--- config.mk ---
export PLATFORM = sky130hd
export DESIGN_NAME = pacman_input_ctrl_flat
export DESIGN_NICKNAME = d
export VERILOG_FILES = /design/src/rtl/pacman_input_pkg.sv /design/src/rtl/pacman_input_ctrl_if.sv /design/src/rtl/button_debouncer.sv /design/src/rtl/pacman_input_ctrl.sv /design/src/flat_wrapper.sv
export SDC_FILE = /design/constraint.sdc
export NUM_CORES = 1
export LEC_CHECK = 0
export ABC_AREA = 1
export CORE_MARGIN = 5
export CORE_UTILIZATION = 56
export DETAILED_ROUTE_END_ITERATION = 7
export PLACE_DENSITY_LB_ADDON = 0.2
export SYNTH_ARGS = -nofsm -noshare
export SYNTH_HDL_FRONTEND = slang
export SYNTH_SLANG_ARGS = --single-unit
--- constraint.sdc ---
create_clock -name clk -period 3 [get_ports clk]
set_input_delay 0.3 -clock clk [delete_from_list [all_inputs] [get_ports clk]]
set_output_delay 0.3 -clock clk [all_outputs]
set_load 0.005 [all_outputs]
--- src/rtl/pacman_input_pkg.sv ---
// rtl/pacman_input_pkg.sv - shared types and constants for the Pac-Man input front-end
package pacman_input_pkg;

    typedef enum logic [2:0] {
        NONE  = 3'd0,
        UP    = 3'd1,
        DOWN  = 3'd2,
        LEFT  = 3'd3,
        RIGHT = 3'd4
    } dir_t;

    typedef enum logic [1:0] {
        S_LO = 2'd0,
        W_HI = 2'd1,
        S_HI = 2'd2,
        W_LO = 2'd3
    } db_state_t;

    localparam int BTN_DOWN   = 0;
    localparam int BTN_UP     = 1;
    localparam int BTN_LEFT   = 2;
    localparam int BTN_RIGHT  = 3;
    localparam int BTN_CENTER = 4;
    localparam int NUM_BTN    = 5;

    // Returns {up, down, left, right}; NONE maps to all zero.
    function automatic logic [3:0] dir_decode(input dir_t d);
        logic [3:0] oh;
        oh = 4'b0000;
        case (d)
            UP:      oh = 4'b1000;
            DOWN:    oh = 4'b0100;
            LEFT:    oh = 4'b0010;
            RIGHT:   oh = 4'b0001;
            default: oh = 4'b0000;
        endcase
        return oh;
    endfunction

endpackage

--- src/rtl/pacman_input_ctrl_if.sv ---
// rtl/pacman_input_ctrl_if.sv - game-side bundle between input front-end and block controller
interface pacman_input_ctrl_if;
    logic dir_clear;
    logic up;
    logic down;
    logic left;
    logic right;
    logic move_tick;
    logic paused;

    modport master (
        input  dir_clear,
        output up, down, left, right, move_tick, paused
    );

    modport slave (
        output dir_clear,
        input  up, down, left, right, move_tick, paused
    );
endinterface

--- src/rtl/button_debouncer.sv ---
// rtl/button_debouncer.sv - two-flop synchroniser plus stable-count debounce FSM for one button
module button_debouncer
    import pacman_input_pkg::*;
#(
    parameter int DEBOUNCE_CYCLES = 1_000_000,
    parameter int DB_W = (DEBOUNCE_CYCLES > 1) ? $clog2(DEBOUNCE_CYCLES) : 1
) (
    input  logic clk,
    input  logic rst,
    input  logic btn_raw,
    output logic db,
    output logic press
);

    localparam logic [DB_W-1:0] CNT_LAST = DB_W'(DEBOUNCE_CYCLES - 1);

    logic            sync1;
    logic            sync2;
    db_state_t       state;
    db_state_t       state_nx;
    logic [DB_W-1:0] cnt;
    logic [DB_W-1:0] cnt_nx;
    logic            db_nx;

    always_ff @(posedge clk) begin
        if (rst) begin
            sync1 <= 1'b0;
            sync2 <= 1'b0;
            state <= S_LO;
            cnt   <= '0;
            db    <= 1'b0;
            press <= 1'b0;
        end else begin
            sync1 <= btn_raw;
            sync2 <= sync1;
            state <= state_nx;
            cnt   <= cnt_nx;
            db    <= db_nx;
            // Rising edge of the registered level: one pulse per accepted press.
            press <= db_nx & ~db;
        end
    end

    always_comb begin
        state_nx = state;
        cnt_nx   = cnt;
        db_nx    = (state == S_HI) || (state == W_LO);
        case (state)
            S_LO: begin
                if (sync2) begin
                    state_nx = W_HI;
                    cnt_nx   = '0;
                end
            end
            W_HI: begin
                if (!sync2) begin
                    state_nx = S_LO;
                    cnt_nx   = '0;
                end else if (cnt == CNT_LAST) begin
                    state_nx = S_HI;
                    cnt_nx   = '0;
                end else begin
                    cnt_nx = cnt + DB_W'(1);
                end
            end
            S_HI: begin
                if (!sync2) begin
                    state_nx = W_LO;
                    cnt_nx   = '0;
                end
            end
            W_LO: begin
                if (sync2) begin
                    state_nx = S_HI;
                    cnt_nx   = '0;
                end else if (cnt == CNT_LAST) begin
                    state_nx = S_LO;
                    cnt_nx   = '0;
                end else begin
                    cnt_nx = cnt + DB_W'(1);
                end
            end
            default: begin
                state_nx = S_LO;
                cnt_nx   = '0;
            end
        endcase
    end

endmodule

--- src/rtl/pacman_input_ctrl.sv ---
// rtl/pacman_input_ctrl.sv - debounced buttons, latched direction, pause toggle and move strobe
module pacman_input_ctrl
    import pacman_input_pkg::*;
#(
    parameter int DEBOUNCE_CYCLES = 1_000_000,
    parameter int TICK_CYCLES     = 2_000_000
) (
    input  logic                  clk,
    input  logic                  rst,
    input  logic                  btn_up,
    input  logic                  btn_down,
    input  logic                  btn_left,
    input  logic                  btn_right,
    input  logic                  btn_center,
    pacman_input_ctrl_if.master   game,
    output logic [NUM_BTN-1:0]    btn_db
);

    localparam int DB_W = (DEBOUNCE_CYCLES > 1) ? $clog2(DEBOUNCE_CYCLES) : 1;
    localparam int TK_W = (TICK_CYCLES > 1) ? $clog2(TICK_CYCLES) : 1;
    localparam logic [TK_W-1:0] TK_LAST = TK_W'(TICK_CYCLES - 1);

    logic [NUM_BTN-1:0] raw;
    logic [NUM_BTN-1:0] press;
    dir_t               dir_q;
    dir_t               dir_nx;
    logic               paused_q;
    logic [TK_W-1:0]    tick_cnt;
    logic               tick_q;

    assign raw[BTN_DOWN]   = btn_down;
    assign raw[BTN_UP]     = btn_up;
    assign raw[BTN_LEFT]   = btn_left;
    assign raw[BTN_RIGHT]  = btn_right;
    assign raw[BTN_CENTER] = btn_center;

    for (genvar i = 0; i < NUM_BTN; i++) begin : g_btn
        button_debouncer #(
            .DEBOUNCE_CYCLES(DEBOUNCE_CYCLES),
            .DB_W           (DB_W)
        ) u_db (
            .clk    (clk),
            .rst    (rst),
            .btn_raw(raw[i]),
            .db     (btn_db[i]),
            .press  (press[i])
        );
    end

    // A fresh press always beats a wall-hit clear landing in the same cycle.
    always_comb begin
        dir_nx = dir_q;
        if (press[BTN_RIGHT]) begin
            dir_nx = RIGHT;
        end else if (press[BTN_LEFT]) begin
            dir_nx = LEFT;
        end else if (press[BTN_UP]) begin
            dir_nx = UP;
        end else if (press[BTN_DOWN]) begin
            dir_nx = DOWN;
        end else if (game.dir_clear) begin
            dir_nx = NONE;
        end
    end

    always_ff @(posedge clk) begin
        if (rst) begin
            dir_q    <= NONE;
            paused_q <= 1'b0;
            tick_cnt <= '0;
            tick_q   <= 1'b0;
        end else begin
            dir_q    <= dir_nx;
            paused_q <= paused_q ^ press[BTN_CENTER];
            tick_cnt <= (tick_cnt == TK_LAST) ? '0 : tick_cnt + TK_W'(1);
            // Counter keeps running while paused so ticks resume on the original grid.
            tick_q   <= (tick_cnt == TK_LAST) & ~paused_q;
        end
    end

    assign {game.up, game.down, game.left, game.right} = dir_decode(dir_q);
    assign game.move_tick = tick_q;
    assign game.paused    = paused_q;

endmodule

--- src/flat_wrapper.sv ---
// flat-port wrapper written by rule: the top's interface ports become plain ports
module pacman_input_ctrl_flat import pacman_input_pkg::*;
#(
    parameter int DEBOUNCE_CYCLES = 1_000_000,
    parameter int TICK_CYCLES     = 2_000_000
)
  (clk, rst, btn_up, btn_down, btn_left, btn_right, btn_center, btn_db, game_dir_clear, game_up, game_down, game_left, game_right, game_move_tick, game_paused);
  pacman_input_ctrl_if game_i ();
  input  logic clk;
  input  logic rst;
  input  logic btn_up;
  input  logic btn_down;
  input  logic btn_left;
  input  logic btn_right;
  input  logic btn_center;
  output logic [NUM_BTN-1:0] btn_db;
  input wire logic [$bits(game_i.dir_clear)-1:0] game_dir_clear;
  output wire logic [$bits(game_i.up)-1:0] game_up;
  output wire logic [$bits(game_i.down)-1:0] game_down;
  output wire logic [$bits(game_i.left)-1:0] game_left;
  output wire logic [$bits(game_i.right)-1:0] game_right;
  output wire logic [$bits(game_i.move_tick)-1:0] game_move_tick;
  output wire logic [$bits(game_i.paused)-1:0] game_paused;
  assign game_i.dir_clear = game_dir_clear;
  assign game_up = game_i.up;
  assign game_down = game_i.down;
  assign game_left = game_i.left;
  assign game_right = game_i.right;
  assign game_move_tick = game_i.move_tick;
  assign game_paused = game_i.paused;
  pacman_input_ctrl #(.DEBOUNCE_CYCLES(DEBOUNCE_CYCLES), .TICK_CYCLES(TICK_CYCLES)) u_core (.clk(clk), .rst(rst), .btn_up(btn_up), .btn_down(btn_down), .btn_left(btn_left), .btn_right(btn_right), .btn_center(btn_center), .game(game_i), .btn_db(btn_db));
endmodule
### After elaboration in Yosys (flattened, before gate mapping)

Index checks and enable logic that the tools add are counted.

* output and inout port bits: 11
* register bits: 156
* bits of input ports: 8
* word-level logic and storage cells: 194

* add/subtract/negate cells: 6
* reductions and logical operators: 24
* bitwise logic cells: 13
* eq/ne operators: 45
* muxes and demuxes: 71

Operators by type and width (number)
* $mux 20: 25
* $pmux 20 s4: 5
* $add 20x1->20 const B: 5
* $eq 20x20->1 const B: 5
* $mux 2: 30
* $pmux 2 s4: 5
* $add 21x1->21 const B: 1
* $eq 21x21->1 const B: 1
* $eq 2x2->1 const B: 10
* $ne 2x2->1 const B: 10
* $reduce_and 4->1: 5
* $pmux 4 s4: 1
* $mux 3: 5
* $ne 3x2->1 const B: 5
* $ne 3x3->1 const B: 5
* $eq 2x1->1 const B: 5
* $logic_not 2->1: 5
* $reduce_and 2->1: 5
* $and 1x1->1: 6
* $eq 3x2->1 const B: 2
* $not 1->1: 6
* $logic_or 1x1->1: 5
* $reduce_bool 5->1: 1
* $reduce_bool 4->1: 1
* 4 further kinds: 5

### Longest topological paths before layout

Gate-level depths: netlist of run 1.

* depth after elaboration: 5
* gate-level depth with buffers: 11
* mapped depth without buffers: 11

### By module

A second synthesis of run 1 with hierarchy kept.

* cells, all modules: 1326
* area, all modules: 8699.6 um^2

By module, submodules not included
* button_debouncer at u_core.g_btn[1].u_db ...: times used 4, area each 1465.2 um^2, cells each 230, sequential area each 520.5 um^2
* button_debouncer at u_core.g_btn[0].u_db: times used 1, area each 1544.0 um^2, cells each 227, sequential area each 520.5 um^2
* pacman_input_ctrl: times used 1, area each 1295.0 um^2, cells each 179, sequential area each 520.5 um^2

### Worst setup path before layout of run 1

Ideal clock, no wire load.

* path type: register to register
* from: register u_core.g_btn[1].u_db.cnt[0]
* to: register u_core.g_btn[1].u_db.cnt[5]
* slack: 1555 ps
* data arrival time: 1313 ps
* setup time: 132 ps
* stages on the path, launching flop included: 12
* path buffers: 1
* required time: 2868 ps
* period minus slack after synthesis: 1445 ps
* cells stage by stage: dfxtp_1 > ha_1 > nand2_2 > nor2_4 > nand2_2 > clkinv_2 > nand3_4 > nand2_4 > inv_4 > buf_6 > nand2_2 > a21oi_2

* word-level cells in the longest chain between the ends: 4
* elaborated cells on any way between the ends: 6
* those cells by class: add/sub (1); eq/ne (1); mux (4)

RTL lines
* start: declaration: line button_debouncer.sv:21 `logic [DB_W-1:0] cnt;`
* start signal: assignment: line button_debouncer.sv:37 `cnt <= cnt_nx;`
* $add 20x1->20 or $eq 20x20->1 (tied branches)
* $mux 20 (*): line button_debouncer.sv:59, button_debouncer.sv:76
* $mux 20 (on tied branches): line button_debouncer.sv:73, button_debouncer.sv:56
* $pmux 20 s4 (*): line button_debouncer.sv:48 `case (state)`

Every way passes the cells marked *; elsewhere a longest branch is shown, timed or not.
A chain may end at the register's enable or synchronous reset.

### Worst setup path after layout of run 1

* from: register u_core.tick_cnt[0]
* to: register u_core.tick_cnt[16]

* word-level cells in the longest chain between the ends: 2
* elaborated cells on any way between the ends: 3
* those cells by class: add/sub (1); eq/ne (1); reduce/logical (1)

RTL lines
* start: declaration: line pacman_input_ctrl.sv:28 `logic [TK_W-1:0] tick_cnt;`
* start signal: assignment: line pacman_input_ctrl.sv:75 `tick_cnt <= (tick_cnt == TK_LAST) ? '0 : tick_cnt + TK_W'(1);`
* parallel branches: the longest is 2 deep, another holds $add 21x1->21

Several ways; the timed one is not identified.

==> tab_implementation.tex, run 1 <==
\begin{tabular}{lr}
\hline
Metric & Value \\
\hline
\multicolumn{2}{l}{\textbf{Detailed routing}} \\
DRC violation total after the first TritonRoute iteration & 511 \\
Number of iterations in the first detailed-routing pass & 5 \\
Via-to-Cell Ratio & just over 5 \\
Residual DRC & 0 \\
Vias after detailed routing & 7968 \\
Routed Wire Length & approximately 18 mm \\
Drt wl/cell & about 12 um \\
Remaining antenna violation count & 0 \\
\multicolumn{2}{l}{\textbf{Timing}} \\
Max Slew Vio Count & 0 \\
Final number of setup-violating endpoints & 0 \\
Number of hold violations in the final report & 0 \\
Slew at the pin with the worst max-slew slack & 659 ps \\
Final clock period utilization by the worst path & 0.625 \\
Peak Freq & 533 MHz \\
Worst clock skew & a little over 6 ps \\
RSZ-0062 raised after global routing & no \\
Slew headroom & 0.560 \\
Period minus WS final & $\sim$1900 ps \\
Final setup TNS & 0 ps \\
\multicolumn{2}{l}{\textbf{Logic synthesis}} \\
Warnings from Yosys & 0 \\
Leading cell types by total area after synthesis & dfxtp\_1 (36\%), nand2\_1 (16\%), nor2\_1 (9.1\%), inv\_1 (6.9\%), a21oi\_1 (4.5\%) \\
Synth top area share & 0.356 \\
Sequential share of the synthesized area & 0.356 \\
FF+latch count, synth & 156 \\
Mean area per synthesized cell & 6.50 um\^{}2 \\
Largest area contributor in the synthesized netlist & dfxtp\_1 \\
Netlist area before placement & 8760 um\^{}2 \\
Synth unique cells & 44 \\
Synthesized netlist cell count & 1347 \\
Net Count, Synth & 1361 \\
\multicolumn{2}{l}{\textbf{Floorplanning}} \\
Die width & 135 um \\
Vert. Die Dim & 135 um \\
Number of top-level pins & 19 \\
Site row count & 45 \\
Starting Density & 0.574 \\
Die Outline Area & 18200 um\^{}2 \\
Area inside the core boundary & 15300 um\^{}2 \\
\multicolumn{2}{l}{\textbf{Global routing}} \\
Leftover overflow at the end of global routing & 0 \\
Met2 demand-to-capacity share in global routing & 0.335 \\
Largest net degree at the start of global routing & approximately 50 \\
Met1 GRT Util & 0.292 \\
Global-route wire length before repair & 32.4 mm \\
GR peak layer & met2 \\
Routing usage on met3 & 0.0440 \\
Global router's overall resource usage & 0.211 \\
Antenna violations before repair & 0 \\
Via count of the first global-routing pass & 7165 \\
\multicolumn{2}{l}{\textbf{Placed design}} \\
HPWL reported at the end of detailed placement & 12.8 mm \\
Count of port buffers added during placement & 18 \\
Placed cell areas & around 9000 um\^{}2 \\
Placer congestion estimate & about 0.94 \\
\multicolumn{2}{l}{\textbf{Clock tree}} \\
Number of buffers inserted by hold repair at cts & 0 \\
Root cell of the clock tree & clkbuf\_16 \\
Clock input transition at the sequential cells of the worst setup and hold paths & 60 ps \\
Number of buffers created by CTS & 17 \\
Deepest level of the CTS H-tree & 4 \\
Worst-case clock buffer depth & 2 \\
Insertion delay of the later-clocked pin in the worst-skew pair & 420 ps \\
Resize count post-CTS & 0 \\
Post-CTS repair timing setup buffer count & 0 \\
Total clock sinks & about 160 \\
TritonCTS clock tree & yes \\
\multicolumn{2}{l}{\textbf{Worst setup path}} \\
Type of element capturing the critical path & register \\
Crit path max fanout & 20 \\
Type of the setup path with the least slack & register to register \\
Capture instance of the worst register-to-register path & u\_core.tick\_cnt[16]\$\_SDFF\_PP0\_ \\
Critical path required time & 3290 ps \\
Nature of the critical path startpoint & register \\
Worst R2R Path Depth & 8 \\
RR Startpoint & u\_core.tick\_cnt[0]\$\_SDFF\_PP0\_ \\
Arrival time at the worst endpoint & roughly 2200 ps \\
FF-to-FF setup slack & 1120 ps \\
\multicolumn{2}{l}{\textbf{Min path}} \\
Cells on Worst Hold Path & 2 \\
Worst hold-check path type & primary input to register \\
End of the worst hold path & u\_core.g\_btn[4].u\_db.sync1\$\_SDFF\_PP0\_ \\
Worst hold path startpoint & rst \\
\multicolumn{2}{l}{\textbf{Power and ir drop}} \\
Total power density per cell area & 485 nW/um\^{}2 \\
Leakage power & between 3 and 4 nW \\
Maximum ir drop on the vdd rail & 0.392 mV \\
Power consumption & 0.00466 W \\
\multicolumn{2}{l}{\textbf{Layout}} \\
Count of nets after finishing & 1367 \\
Layout fillers & 1394 \\
Fin area & 9600 um\^{}2 \\
Antenna diode count & 0 \\
Post-synthesis to final-layout area growth & 9.55\% \\
Fraction of layout instances using a drive strength above 1 & 0.0974 \\
\multicolumn{2}{l}{\textbf{Status}} \\
Outcome & finished clean \\
\multicolumn{2}{l}{\textbf{Run}} \\
Max-cap check violation count & 0 \\
\hline
\end{tabular}
## worst max-delay path by stage
stage                                             startpoint                                       end  depth (start not counted)
floorplan           u_core.g_btn[1].u_db.cnt[0]$_SDFFE_PP0P_  u_core.g_btn[1].u_db.cnt[5]$_SDFFE_PP0P_                         11
global placement                                         rst            u_core.tick_cnt[16]$_SDFF_PP0_                          4
detailed placement             u_core.tick_cnt[0]$_SDFF_PP0_            u_core.tick_cnt[16]$_SDFF_PP0_                          8
CTS                            u_core.tick_cnt[0]$_SDFF_PP0_            u_core.tick_cnt[16]$_SDFF_PP0_                          8
global route                   u_core.tick_cnt[0]$_SDFF_PP0_             u_core.tick_cnt[4]$_SDFF_PP0_                          8
finish                         u_core.tick_cnt[0]$_SDFF_PP0_            u_core.tick_cnt[16]$_SDFF_PP0_                          8
## report_power, final
part           leakage (nW)  internal [W]  switching [W]
clock                 0.284       0.00130       0.000836
combinational          1.93     0.0000999       0.000265
sequential             1.26       0.00212      0.0000340
total                  3.47       0.00352        0.00114
## cells in the mapped netlist, drive strengths merged
cell type and n:
a21oi 90, inv 170, a31oi 1, buf 25
o21bai 3, nor4 2, or2 4, and2 1
xor2 22, o211ai 1, and3 4, nand3 84
a211oi 1, o22ai 1, nand4 34, clkinv 1
nand2 394, nor2 247, nor3 25, dfxtp 156
o21a 1, ha 6, o21ai 47, nand3b 1
clkbuf 9, xnor2 14, a21o 3
## layer usage
layer / routed length (um) / vias up
met3: 922 / 20
met5: 0 / -
met2: 8060 / 160
met1: 8970 / 3540
met4: 291 / 0
li1: - / 4248
## critical path, stage by stage, from the launching register on
cell and delay [ps]:
dfxtp_1 390, ha_1 200, nand2_1 60, inv_1 100
nand3_2 130, inv_1 80, nand4_1 140, nand2_1 540
nor2_1 100
## cells in the final DEF (no fill, tap or decap), drive strengths merged, types with 4 or more instances in the layout
master	count
clkbuf	20
a21oi	90
nand2	394
ha	6
nand3	84
dfxtp	156
xor2	22
clkinv	8
or2	4
nand4	34
inv	170
clkdlybuf4s50	17
buf	4
o21ai	47
and3	4
nor2	247
xnor2	14
nor3	25
## per-stage QoR
stage | setup WS [ps] | hold slack, ps | instances | utilization
after CTS | 1090 | 290 | 1577 | 0.629
after global placement | 1170 | 389 | 1545 | 0.591
after global routing | 904 | 308 | 1577 | 0.629
final | 1120 | 289 | 1577 | 0.629
after floorplan | 1550 | 388 | 1347 | -
after detailed placement | 1130 | 395 | 1545 | 0.591
## final cells by class
class	count	area [um^2]	share of cell area
Clock buffer	20	437	0.0455
Tap cell	211	264	0.0275
Clock inverter	12	148	0.0154
Timing Repair Buffer	21	200	0.0209
Sequential cell	156	3120	0.325
Multi-Input combinational cell	986	4780	0.498
Inverter	171	646	0.0673
## flip-flops by register name, summed over array words and instances (netlist names), 3 cells and up, named ones only
register,flops
u_core.dir_q,3
u_core.g_btn.u_db.db,5
u_core.g_btn.u_db.sync2,5
u_core.g_btn.u_db.press,5
u_core.g_btn.u_db.cnt,100
u_core.g_btn.u_db.state,5
u_core.g_btn.u_db.sync1,5
u_core.tick_cnt,21
## cells by family (layout without fill, tap and decap cells)
group,count (synthesis),in the layout,share of synthesized area
compound gates,148,148,0.0921
xor+xnor,36,36,0.0386
fa+ha+maj,6,6,0.00857
buf+inv,205,224,0.0978
flops,156,156,0.356
simple gates,796,796,0.407
Power figures use the tool's default switching activity.
==> run 2, diff against run 1 <==
clock period = 1.7 ns   (was 3 ns; I/O delays follow)
==> tab_implementation.tex, run 2 (synthesis gave the netlist of run 1 again) <==
\begin{tabular}{lr}
\hline
Metric & Value \\
\hline
\multicolumn{2}{l}{\textbf{Detailed routing}} \\
Residual DRC & 0 \\
Number of iterations in the first detailed-routing pass & 5 \\
Vias after detailed routing & 8123 \\
Remaining antenna violation count & 0 \\
Via-to-Cell Ratio & 5.13 \\
Routed Wire Length & $\sim$19 mm \\
DRC violation total after the first TritonRoute iteration & 543 \\
Drt wl/cell & about 12 um \\
\multicolumn{2}{l}{\textbf{Layout}} \\
Register bank with the most flops & u\_core.g\_btn.u\_db.cnt \\
Most frequent standard cell in the layout excluding fill and tap cells & nand2\_1 \\
Antenna diode count & 0 \\
Post-synthesis to final-layout area growth & 10.9\% \\
Max reg flops & 100 \\
Fraction of layout instances using a drive strength above 1 & 0.107 \\
Count of nets after finishing & 1377 \\
End-of-flow core utilization & 0.637 \\
Biggest regs & u\_core.g\_btn.u\_db.cnt (100), u\_core.tick\_cnt (21) \\
Most frequent cells in the layout & nand2\_1 (364), nor2\_1 (212), inv\_1 (160), dfxtp\_1 (153), a21oi\_1 (79) \\
\multicolumn{2}{l}{\textbf{Worst setup path}} \\
Type of the setup path with the least slack & register to primary output \\
Type of element capturing the critical path & primary output \\
Critical path required time & 1530 ps \\
Crit path max fanout & 4 \\
Arrival time at the worst endpoint & 1460 ps \\
Worst setup startpoint & u\_core.dir\_q[0]\$\_SDFFE\_PP0P\_ \\
RR Startpoint & u\_core.g\_btn[1].u\_db.cnt[1]\$\_SDFFE\_PP0P\_ \\
Nature of the critical path startpoint & register \\
\multicolumn{2}{l}{\textbf{Floorplanning}} \\
Number of top-level pins & 19 \\
Vert. Die Dim & 135 um \\
Area inside the core boundary & $\sim$15000 um\^{}2 \\
Site row count & 45 \\
Die width & 135 um \\
Starting Density & 0.574 \\
Die Outline Area & 18200 um\^{}2 \\
\multicolumn{2}{l}{\textbf{Run}} \\
Max-cap check violation count & 0 \\
\multicolumn{2}{l}{\textbf{Clock tree}} \\
Clock input transition at the sequential cells of the worst setup and hold paths & roughly 60 ps \\
Number of buffers created by CTS & 17 \\
Number of buffers inserted by hold repair at cts & 0 \\
Total clock sinks & about 160 \\
TritonCTS clock tree & yes \\
Insertion delay of the later-clocked pin in the worst-skew pair & 420 ps \\
Root cell of the clock tree & clkbuf\_16 \\
Deepest level of the CTS H-tree & 4 \\
Worst-case clock buffer depth & 2 \\
Post-CTS repair timing setup buffer count & 0 \\
\multicolumn{2}{l}{\textbf{Timing}} \\
Final clock period utilization by the worst path & 0.959 \\
Slew headroom & 0.679 \\
Worst slack on hold paths & 237 ps \\
Peak Freq & around 600 MHz \\
Number of hold violations in the final report & 0 \\
Final number of setup-violating endpoints & 0 \\
Slew at the pin with the worst max-slew slack & 478 ps \\
Max Slew Vio Count & 0 \\
Worst clock skew & 7.98 ps \\
Period minus WS final & 1630 ps \\
\multicolumn{2}{l}{\textbf{Global routing}} \\
Global-route wire length before repair & 32.8 mm \\
Via count of the first global-routing pass & 7281 \\
Antenna violations before repair & 0 \\
Leftover overflow at the end of global routing & 0 \\
Global router's overall resource usage & 0.213 \\
Largest net degree at the start of global routing & 74 \\
\multicolumn{2}{l}{\textbf{Power and ir drop}} \\
Maximum ir drop on the vdd rail & between 0.7 and 0.8 mV \\
Leakage power & roughly 3.6 nW \\
Total power density per cell area & 843 nW/um\^{}2 \\
\multicolumn{2}{l}{\textbf{Placed design}} \\
Count of port buffers added during placement & 18 \\
HPWL reported at the end of detailed placement & 13.1 mm \\
Placer congestion estimate & about 0.90 \\
\multicolumn{2}{l}{\textbf{Min path}} \\
Worst hold-check path type & primary input to register \\
Worst hold path startpoint & rst \\
\multicolumn{2}{l}{\textbf{Status}} \\
Outcome & finished clean \\
\hline
\end{tabular}
-- run 2: changes by cell type in the layout (fill, tap and decap cells not counted), moves of 2 or more --
cell / change
buf_12: +2
buf_4: +8
clkbuf_1: -2
clkbuf_8: +4
clkdlybuf4s50_1: -3
clkinv_2: -2
clkinv_4: -2
dfxtp_1: -3
dfxtp_2: +3
dlymetal6s2s_1: +3
-- run 2: per-stage QoR --
step / total power (W) / worst slack, ps / setup TNS [ps] / instance area, um^2 / std cells
floorplan: 0.00437 / 255 / 0 / 8760 / 1347
global placement: 0.00454 / 163 / 0 / 9110 / 1555
detailed placement: 0.00455 / 108 / 0 / 9110 / 1555
CTS: 0.00827 / 4.32 / 0 / 9690 / 1584
global route: 0.00851 / -21.0 / -26.5 / 9720 / 1584
finish: 0.00819 / 70.1 / 0 / 9720 / 1584
-- run 2: layout make-up --
class                      count  area, um^2
timing repair buffer          31         308
clock buffer                  22         484
tap                          211         264
clock inverter                 7        90.1
fill                        1384        5540
sequential                   156        3130
multi-input combinational    986        4800
inverter                     171         646
-- run 2: worst max-delay path, stage by stage, from the launching register on --
cell             delay (ps)
dfxtp_2                 350
inv_1                    70
nor3_2                  110
clkdlybuf4s50_1         520
-- run 2: per-layer routing --
layer | GRT usage | part of all wire
met5 | 0 | 0
met4 | 0.0532 | 0.0094
met3 | 0.0455 | 0.048
met2 | 0.342 | 0.46
met1 | 0.293 | 0.48
-- run 2: path summary, 6_finish.rpt --
check / slack (ps) / cells past startpoint / to
max reg2reg: 150 / 10 / u_core.g_btn[1].u_db.cnt[10]$_SDFFE_PP0P_
max: 70 / 3 / game_up
min reg2reg: 400 / 2 / u_core.g_btn[2].u_db.sync2$_SDFF_PP0_
min: 240 / 3 / u_core.g_btn[4].u_db.db$_SDFF_PP0_
-- run 2: report_power, final --
group          total, W  switching [W]  leakage [nW]  internal [W]
sequential      0.00380      0.0000585          1.26       0.00374
combinational  0.000672       0.000478          2.05      0.000194
clock           0.00372        0.00143         0.280       0.00228
total           0.00819        0.00197          3.59       0.00622
-- run 2: what timing repair did --
| action | 4_1_cts | 5_1_grt |
|---|---|---|
| gates cloned | 0 | 0 |
| gates resized for setup | 1 | 8 |
| endpoints found under the hold margin | 0 | 0 |
| endpoints found under the setup margin | 1 | 22 |
==> run 3, diff against run 2 <==
CTS_CLUSTER_SIZE = 24   (was unset)
RECOVER_POWER = 25   (was unset)
==> tab_implementation.tex, run 3 (synthesis gave the netlist of run 1 again) <==
\begin{tabular}{lr}
\hline
Metric & Value \\
\hline
\multicolumn{2}{l}{\textbf{Status}} \\
Outcome & finished clean \\
\multicolumn{2}{l}{\textbf{Layout}} \\
Biggest regs & u\_core.g\_btn.u\_db.cnt (100), u\_core.tick\_cnt (21) \\
Max reg flops & 100 \\
Number of standard cells in the layout, taps in and fillers out & between 1500 and 2000 \\
Most frequent standard cell in the layout excluding fill and tap cells & nand2\_1 \\
Post-synthesis to final-layout area growth & 10.7\% \\
Fraction of layout instances using a drive strength above 1 & 0.106 \\
Layout fillers & 1389 \\
Count of nets after finishing & about 1400 \\
Register bank with the most flops & u\_core.g\_btn.u\_db.cnt \\
Antenna diode count & 0 \\
End-of-flow core utilization & 0.636 \\
Most frequent cells in the layout & nand2\_1 (364), nor2\_1 (212), inv\_1 (160), dfxtp\_1 (153), a21oi\_1 (79) \\
\multicolumn{2}{l}{\textbf{Detailed routing}} \\
Residual DRC & 0 \\
Drt wl/cell & 11.9 um \\
Number of iterations in the first detailed-routing pass & 5 \\
DRC violation total after the first TritonRoute iteration & 565 \\
Vias after detailed routing & 8106 \\
Via-to-Cell Ratio & 5.12 \\
Routed Wire Length & 18.9 mm \\
Remaining antenna violation count & 0 \\
\multicolumn{2}{l}{\textbf{Worst setup path}} \\
Crit path max-delay cell type & clkdlybuf4s50\_1 \\
Arrival time at the worst endpoint & 1460 ps \\
RR Startpoint & u\_core.g\_btn[1].u\_db.cnt[1]\$\_SDFFE\_PP0P\_ \\
Nature of the critical path startpoint & register \\
Crit path max fanout & 4 \\
Type of element capturing the critical path & primary output \\
Critical path, cell by cell & inv\_1, nor3\_2, clkdlybuf4s50\_1 \\
Slowest cell delay on critical path & 520 ps \\
Capture instance of the worst register-to-register path & u\_core.g\_btn[1].u\_db.cnt[9]\$\_SDFFE\_PP0P\_ \\
FF-to-FF setup slack & 140 ps \\
Worst R2R Path Depth & 10 \\
Critical path required time & 1530 ps \\
Type of the setup path with the least slack & register to primary output \\
\multicolumn{2}{l}{\textbf{Timing}} \\
Worst slack on hold paths & 244 ps \\
Period minus WS final & 1630 ps \\
Peak Freq & about 600 MHz \\
Final number of setup-violating endpoints & 0 \\
Max Slew Vio Count & 0 \\
Number of hold violations in the final report & 0 \\
Slew at the pin with the worst max-slew slack & 828 ps \\
Slew headroom & 0.448 \\
Final clock period utilization by the worst path & 0.957 \\
Smallest setup slack after layout & 72.6 ps \\
Worst clock skew & 8.25 ps \\
\multicolumn{2}{l}{\textbf{Clock tree}} \\
Number of buffers created by CTS & 17 \\
Deepest level of the CTS H-tree & 4 \\
Insertion delay of the later-clocked pin in the worst-skew pair & 420 ps \\
Total clock sinks & 156 \\
TritonCTS clock tree & yes \\
Worst-case clock buffer depth & 2 \\
Number of buffers inserted by hold repair at cts & 0 \\
Root cell of the clock tree & clkbuf\_16 \\
Clock input transition at the sequential cells of the worst setup and hold paths & 60 ps \\
\multicolumn{2}{l}{\textbf{Global routing}} \\
Global-route wire length before repair & around 33 mm \\
Leftover overflow at the end of global routing & 0 \\
Global router's overall resource usage & 0.213 \\
Largest net degree at the start of global routing & 74 \\
Antenna violations before repair & 0 \\
Via count of the first global-routing pass & 7281 \\
\multicolumn{2}{l}{\textbf{Min path}} \\
Worst hold path startpoint & rst \\
Cells on Worst Hold Path & 3 \\
Worst hold-check path type & primary input to register \\
End of the worst hold path & u\_core.g\_btn[4].u\_db.db\$\_SDFF\_PP0\_ \\
\multicolumn{2}{l}{\textbf{Power and ir drop}} \\
Total power density per cell area & 844 nW/um\^{}2 \\
Leakage power & roughly 3.5 nW \\
Power consumption & roughly 0.008 W \\
Maximum ir drop on the vdd rail & 0.732 mV \\
\multicolumn{2}{l}{\textbf{Floorplanning}} \\
Number of top-level pins & 19 \\
Die width & approximately 140 um \\
Area inside the core boundary & 15300 um\^{}2 \\
Site row count & 45 \\
Vert. Die Dim & 135 um \\
Die Outline Area & 18200 um\^{}2 \\
Starting Density & 0.574 \\
\multicolumn{2}{l}{\textbf{Placed design}} \\
Inst Count DP & about 1600 \\
HPWL reported at the end of detailed placement & around 13 mm \\
Count of port buffers added during placement & 18 \\
Placer congestion estimate & 0.903 \\
Setup Slack @ Placement & 108 ps \\
\multicolumn{2}{l}{\textbf{Run}} \\
Max-cap check violation count & 0 \\
\hline
\end{tabular}
run 3: critical path: cells and delay by family (launching register included):
kind                   cells  cell delay [ps]
and+or+nand+nor            1              110
DFF                        1              350
buffers and inverters      2              590
run 3: layout make-up:
class | instances | area [um^2] | share of cell area
Clock buffer | 22 | 484 | 0.0499
Clock inverter | 7 | 90.1 | 0.00928
Inverter | 171 | 646 | 0.0665
Multi-Input combinational cell | 986 | 4800 | 0.494
Sequential cell | 156 | 3130 | 0.322
Tap cell | 211 | 264 | 0.0272
Timing Repair Buffer | 31 | 295 | 0.0304
run 3: worst max-delay path by stage:
stage,startpoint,endpoint,slack (ps)
after floorplan,u_core.g_btn[1].u_db.cnt[0]$_SDFFE_PP0P_,u_core.g_btn[1].u_db.cnt[5]$_SDFFE_PP0P_,250
after global placement,u_core.g_btn[3].u_db.cnt[1]$_SDFFE_PP0P_,u_core.g_btn[3].u_db.cnt[18]$_SDFFE_PP0P_,160
after detailed placement,u_core.g_btn[3].u_db.cnt[1]$_SDFFE_PP0P_,u_core.g_btn[3].u_db.cnt[18]$_SDFFE_PP0P_,110
after CTS,u_core.dir_q[1]$_SDFFE_PP0P_,game_left,4
after global routing,u_core.dir_q[0]$_SDFFE_PP0P_,game_up,-20
final,u_core.dir_q[0]$_SDFFE_PP0P_,game_up,70
run 3: metal layers:
metal,GRT usage,vias to the layer above,part of all wire
li1,-,4263,-
met1,0.293,3654,0.48
met2,0.342,173,0.46
met3,0.0455,16,0.048
met4,0.0532,0,0.0094
met5,0,-,0
run 3: through the flow:
step	cell area (um^2)	setup TNS [ps]
2_1_floorplan	8760	0
3_3_place_gp	9110	0
3_5_place_dp	9110	0
4_1_cts	9690	0
5_1_grt	9700	-26.5
6_report	9700	0
run 3: what timing repair did:
item / 4_1_cts / 5_1_grt
endpoints found under the setup margin: 1 / 22
endpoints found under the hold margin: 0 / 0
gates cloned: 0 / 0
buffers inserted: 0 / 0
resized for setup: 1 / 8
run 3: report_power, final:
group	switching (W)	internal (W)
Combinational	0.000479	0.000192
Sequential	0.0000587	0.00374
Clock	0.00143	0.00228
Total	0.00197	0.00622
